### src/rtl/frame_scanner.sv
// rtl/frame_scanner.sv - frame-buffer scan-out engine: raster walk, cell addressing, 2/4/8 bpp unpack
// Optional FRAME_SCANNER_BORDER_EN: out-of-raster pixels take border_index instead of 8'h00.
module frame_scanner (
  input  logic       clk,
  input  logic       reset,
  input  logic [1:0] mode,
  input  logic [4:0] scroll_x,
  input  logic [4:0] scroll_y,
  input  logic [7:0] border_index,
  input  logic       frame_start,
  input  logic       line_start,
  input  logic       pixel_req,
  output logic [8:0] fb_col,
  output logic [7:0] fb_row,
  input  logic [7:0] fb_data,
  output logic [7:0] pixel_index,
  output logic       pixel_valid
);
  localparam logic [9:0] X_END = 10'd640;
  localparam logic [8:0] Y_END = 9'd480;
  localparam logic [4:0] SCROLL_MAX = 5'd16;

  logic [9:0] r_x;
  logic [8:0] r_y;
  logic [1:0] r_mode;
  logic [4:0] r_scroll_x;
  logic [4:0] r_scroll_y;

  logic       r_req_valid;
  logic [1:0] r_req_mode;
  logic       r_req_sx;
  logic       r_req_sy;
  logic       r_req_oob;
  logic [7:0] r_req_border;

  logic [9:0] w_x;
  logic [8:0] w_y;
  logic [1:0] w_mode;
  logic [4:0] w_scroll_x;
  logic [4:0] w_scroll_y;
  logic [4:0] w_clamp_x;
  logic [4:0] w_clamp_y;
  logic       w_oob;
  logic [7:0] w_border;
  logic [2:0] w_field_base;
  logic [1:0] w_field;
  logic [7:0] w_index;

`ifdef FRAME_SCANNER_BORDER_EN
  assign w_border = border_index;
`else
  // border_index is deliberately ignored in this build
  assign w_border = border_index & 8'h00;
`endif

  assign w_clamp_x = (scroll_x > SCROLL_MAX) ? SCROLL_MAX : scroll_x;
  assign w_clamp_y = (scroll_y > SCROLL_MAX) ? SCROLL_MAX : scroll_y;

  // Raster position and frame settings as seen by a request in this cycle
  always_comb begin
    w_x        = r_x;
    w_y        = r_y;
    w_mode     = r_mode;
    w_scroll_x = r_scroll_x;
    w_scroll_y = r_scroll_y;
    if (frame_start) begin
      w_x        = 10'd0;
      w_y        = 9'd0;
      w_mode     = mode;
      w_scroll_x = w_clamp_x;
      w_scroll_y = w_clamp_y;
    end else if (line_start) begin
      w_x = 10'd0;
      if (r_y != Y_END) begin
        w_y = r_y + 9'd1;
      end
    end
  end

  assign w_oob = (w_x == X_END) || (w_y == Y_END);

  always_ff @(posedge clk) begin
    if (reset) begin
      r_x          <= 10'd0;
      r_y          <= 9'd0;
      r_mode       <= 2'd3;
      r_scroll_x   <= 5'd0;
      r_scroll_y   <= 5'd0;
      r_req_valid  <= 1'b0;
      r_req_mode   <= 2'd3;
      r_req_sx     <= 1'b0;
      r_req_sy     <= 1'b0;
      r_req_oob    <= 1'b0;
      r_req_border <= 8'h00;
      fb_col       <= 9'd0;
      fb_row       <= 8'd0;
      pixel_index  <= 8'h00;
      pixel_valid  <= 1'b0;
    end else begin
      r_x         <= w_x;
      r_y         <= w_y;
      r_mode      <= w_mode;
      r_scroll_x  <= w_scroll_x;
      r_scroll_y  <= w_scroll_y;
      r_req_valid <= pixel_req;
      if (pixel_req) begin
        r_x          <= (w_x == X_END) ? X_END : w_x + 10'd1;
        r_req_mode   <= w_mode;
        r_req_sx     <= w_x[0];
        r_req_sy     <= w_y[0];
        r_req_oob    <= w_oob;
        r_req_border <= w_border;
        // Address is left untouched for border pixels; nothing reads it
        if (!w_oob) begin
          fb_col <= w_x[9:1] + {4'd0, w_scroll_x};
          fb_row <= w_y[8:1] + {3'd0, w_scroll_y};
        end
      end
      pixel_valid <= r_req_valid;
      if (r_req_valid) begin
        pixel_index <= w_index;
      end
    end
  end

  assign w_field_base = {r_req_sy, r_req_sx, 1'b0};
  assign w_field      = fb_data[w_field_base +: 2];

  always_comb begin
    w_index = fb_data;
    case (r_req_mode)
      2'd0:    w_index = {6'd0, w_field};
      2'd1:    w_index = {4'd0, r_req_sy ? fb_data[7:4] : fb_data[3:0]};
      2'd2:    w_index = {4'd0, r_req_sx ? fb_data[7:4] : fb_data[3:0]};
      default: w_index = fb_data;
    endcase
    if (r_req_oob) begin
      w_index = r_req_border;
    end
  end

endmodule
### config.mk
export PLATFORM = sky130hd
export DESIGN_NAME = frame_scanner
export DESIGN_NICKNAME = d
export VERILOG_FILES = /design/src/rtl/frame_scanner.sv
export SDC_FILE = /design/constraint.sdc
export NUM_CORES = 1
export LEC_CHECK = 0
export BUFFER_PORTS_ARGS = -buffer_cell sky130_fd_sc_hd__buf_2
export CELL_PAD_IN_SITES_DETAIL_PLACEMENT = 0
export CELL_PAD_IN_SITES_GLOBAL_PLACEMENT = 2
export CORE_MARGIN = 4
export CORE_UTILIZATION = 30
export DETAILED_ROUTE_END_ITERATION = 7
export GPL_ROUTABILITY_DRIVEN = 1
export PLACE_DENSITY_LB_ADDON = 0.3
export SKIP_LAST_GASP = 1
export SLEW_MARGIN = 20
export SYNTH_ARGS = -nofsm -noshare
export SYNTH_HDL_FRONTEND = slang
export SYNTH_SLANG_ARGS = --single-unit
### constraint.sdc
create_clock -name clk -period 3.6 [get_ports clk]
set_input_delay 1.08 -clock clk [delete_from_list [all_inputs] [get_ports clk]]
set_output_delay 1.08 -clock clk [all_outputs]
set_load 0.02 [all_outputs]
==> results.md <==
* Max Fclk at 298 MHz
* Final Net Count at about 510
* WS Path Type: input pin to flop
* Core ar. at about 0.011 mm^2
* Vias per cell at about 5
* Slowest CP cell: a2111oi_0
* CP Cell Sequence: buf_2 > and2_1 > xnor2_1 > nor3_1 > ha_1 > a211oi_1 > o21bai_1 > a21o_1 > xor2_1 > a2111oi_0 > a31o_2
* Vias in the first global route at ~3000
* PortBufs at 50
* Final setup fails at 0
* Drt wl/cell at approximately 15 um
* DPL Wire Length at 6850 um
* Final period util at between 90% and 100%
* Most frequent cells in the layout: 63 x dfxtp_1, 50 x buf_2, 45 x nand2_1
* Worst Skew at a little under 0.007 ns
* Pint at roughly 0.0013 W
* Top_reg_cell synth: dfxtp_1
* Avg Cell Area, Syn at between 8 and 9 um^2
* Max cap viols at 0
* Relative slew slack at about three fifths
* Pre-CTS setup slack at -0.0739 ns
* Worst Hold Class: flop to flop
* Yosys warns at 0
* Largest net degree at the start of global routing at 31
* Critical path origin: line_start
* Rows at 39
* RR Startpoint: r_y[0]$_SDFF_PP0_
* Fin crit period at 3.36 ns
* Register area at roughly 0.0013 mm^2
* Antenna violations before repair at 0
* Number of synthesized flops with an enable pin at 0
* Crit path to: fb_row[5]$_SDFFE_PP0P_
* Clk network pwr share at between 40% and 50%
* CTS resizes at 0
* Async set or reset register ratio after synthesis at 0%
* Switch share at around a quarter
* Hold Startpoint: fb_col[0]$_SDFFE_PP0P_
* Clk pin slew, worst setup/hold paths at 0.05 ns
* Synthesized instance count at 401
* Ant diodes at 0
* R2R Path End: fb_row[5]$_SDFFE_PP0P_
* DIE WIDTH at 116 um
* Initial DRC count at around 140
* RSZ-0062 raised after global routing: false
* Worst-Margin Slew at between 0.6 and 0.7 ns
* Worst-Skew Late Latency at ~0.33 ns
* Clock Sinks at 63
* Worst Setup End Kind: flop
* Htree depth at 3
* Clk buf depth at 2
* Die ar. at approximately 0.013 mm^2
* Layout cells sized above 1 at roughly a fifth
* CP Buf/Inv Count at 1
* Placed inst area at 0.00400 mm^2
* CP Depth at 11
* GP Congestion at approximately 0.77
* Initial Util at between 30% and 40%
* Required @ worst endpoint at a little under 4 ns
* Setup bufs post-CTS at 0
* Vias at about 3000
* Multi-input gate area at between 0.002 and 0.0025 mm^2
* Pre-Repair DR Iteration Count at 4
* PD cells at 401 mW/mm^2
* Register area share after synthesis at a little over a third
* R2r setup slk at ~0.36 ns
* Sequential share of power at 42.7%
* WL final at slightly above 9000 um
* Commonest non-fill, non-tap cell in the layout: dfxtp_1
* Psw at about 0.0004 W
* Logic gate share of total power at around a tenth
* First-pass GRT wire length at roughly 15000 um
* CTS buffer count at 9
* Hold Buf Count CTS at 0
* Synthesized area at approximately 0.0035 mm^2
* GRT Overall Usage at between 10% and 20%
* Lkg Pwr at roughly 1.9 nW
* Status: finished clean
* Delay-heaviest family, CP: compound AO/OA/AOI/OAI gates
* Final Max Tran Viols at 0
* Root Driver: clkbuf_16
* Remaining global-route overflow at 0
* Fill count at ~1200
* CTS tree: yes
* ANT nets after route at 0
* Worst vdd ir at 0.275 mV
* Crit path launch type: input pin
* Design Area, Final at between 0.004 and 0.005 mm^2
* Crit-path max cell delay at 0.42 ns
* Drt drc at 0
* Max FO, Critical Path at 2
* Final setup margin at between 0.2 and 0.25 ns
* Area Growth Syn to Fin at 22.4%
* Synth cell types at 62
* Crit path DAT at roughly 3.6 ns
* Syn_nets at 450
* Ports at 59
* Yosys reg bits at 63
* Die Y at between 100 and 150 um
* Worst-case reg-to-reg path depth at 13
* Final hold violations at 0
[per-layer routing]
layer	global-route usage, %	up-vias	wire length, um
li1	-	1553	-
met1	20.4	1355	4760
met2	21.8	75	3880
met3	3.76	15	370
met4	5.26	0	164
met5	0	-	0
[power by group through the flow]
stage / clock, W / sequential, W / combinational, W
2_1_floorplan: 0 / 0.000756 / 0.000100
3_3_place_gp: 0 / 0.000748 / 0.000173
3_5_place_dp: 0 / 0.000748 / 0.000174
4_1_cts: 0.000838 / 0.000733 / 0.000175
5_1_grt: 0.000872 / 0.000737 / 0.000192
6_report: 0.000812 / 0.000734 / 0.000171
[Yosys cell counts (all sizes together) (11+ instances only)]
library cell,instances,area [um^2]
and2,16,100
nor2,38,143
nor3,12,60.1
inv,12,45.0
o21ai,11,66.3
mux2i,18,180
xnor2,12,105
nor2b,13,81.3
a21oi,18,93.8
clkbuf,15,56.3
dfxtp,63,1260
ha,14,175
nand2,46,175
[worst min path at each step]
stage / to / slack [ns] / cells after the start
after floorplan: r_mode[0]$_SDFF_PP1_ / 0.44 / 2
after detailed placement: fb_col[0]$_SDFFE_PP0P_ / 0.45 / 2
after global placement: fb_col[3]$_SDFFE_PP0P_ / 0.45 / 2
after global routing: fb_col[5]$_SDFFE_PP0P_ / 0.48 / 2
after CTS: fb_col[0]$_SDFFE_PP0P_ / 0.46 / 2
final: fb_col[0]$_SDFFE_PP0P_ / 0.45 / 2
[cells by family after synthesis]
logic type | count (synthesis) | share of synthesized area, %
AND/OR/NAND/NOR | 164 | 23.8
AO/OA/AOI/OAI | 80 | 17.2
flip-flops | 63 | 36.1
buffers and inverters | 33 | 4.08
multiplexers | 23 | 7.19
XOR/XNOR | 22 | 5.51
adder cells (fa/ha/maj) | 16 | 6.15
[through the flow]
stage               total power [W]  TNS (ns)  hold WS (ns)  util [%]  instances
finish                      0.00172         0         0.451      37.5        610
global route                0.00180         0         0.477      37.5        610
CTS                         0.00175         0         0.457      37.5        610
detailed placement         0.000923   -0.0739         0.448      35.1        595
global placement           0.000921   -0.0188         0.447      35.1        595
floorplan                  0.000857         0         0.438         -        401
[worst reg2reg max path: cells and delay by family (launching register included)]
| family | cells | cell delay (ns) |
|---|---|---|
| compound gates | 6 | 1.60 |
| xor+xnor | 1 | 0.14 |
| fa+ha+maj | 2 | 0.43 |
| buf+inv | 1 | 0.11 |
| flops | 1 | 0.36 |
| mux | 1 | 0.28 |
| simple gates | 2 | 0.26 |
[flip-flops by register name (all words and copies together) (netlist names)]
signal and flops:
r_x 10, r_req_valid 1, fb_row 8, r_req_sx 1
fb_col 9, r_req_oob 1, r_scroll_x 5, r_scroll_y 5
pixel_index 8, r_req_mode 2, r_y 9, r_req_sy 1
pixel_valid 1, r_mode 2
[layout make-up]
class,count,area share (%)
timing repair buffer,71,9.82
tap,143,4.18
multi-input combinational,305,48.9
clock buffer,15,6.49
inverter,13,1.14
sequential,63,29.5
Power figures use the tool's default switching activity.
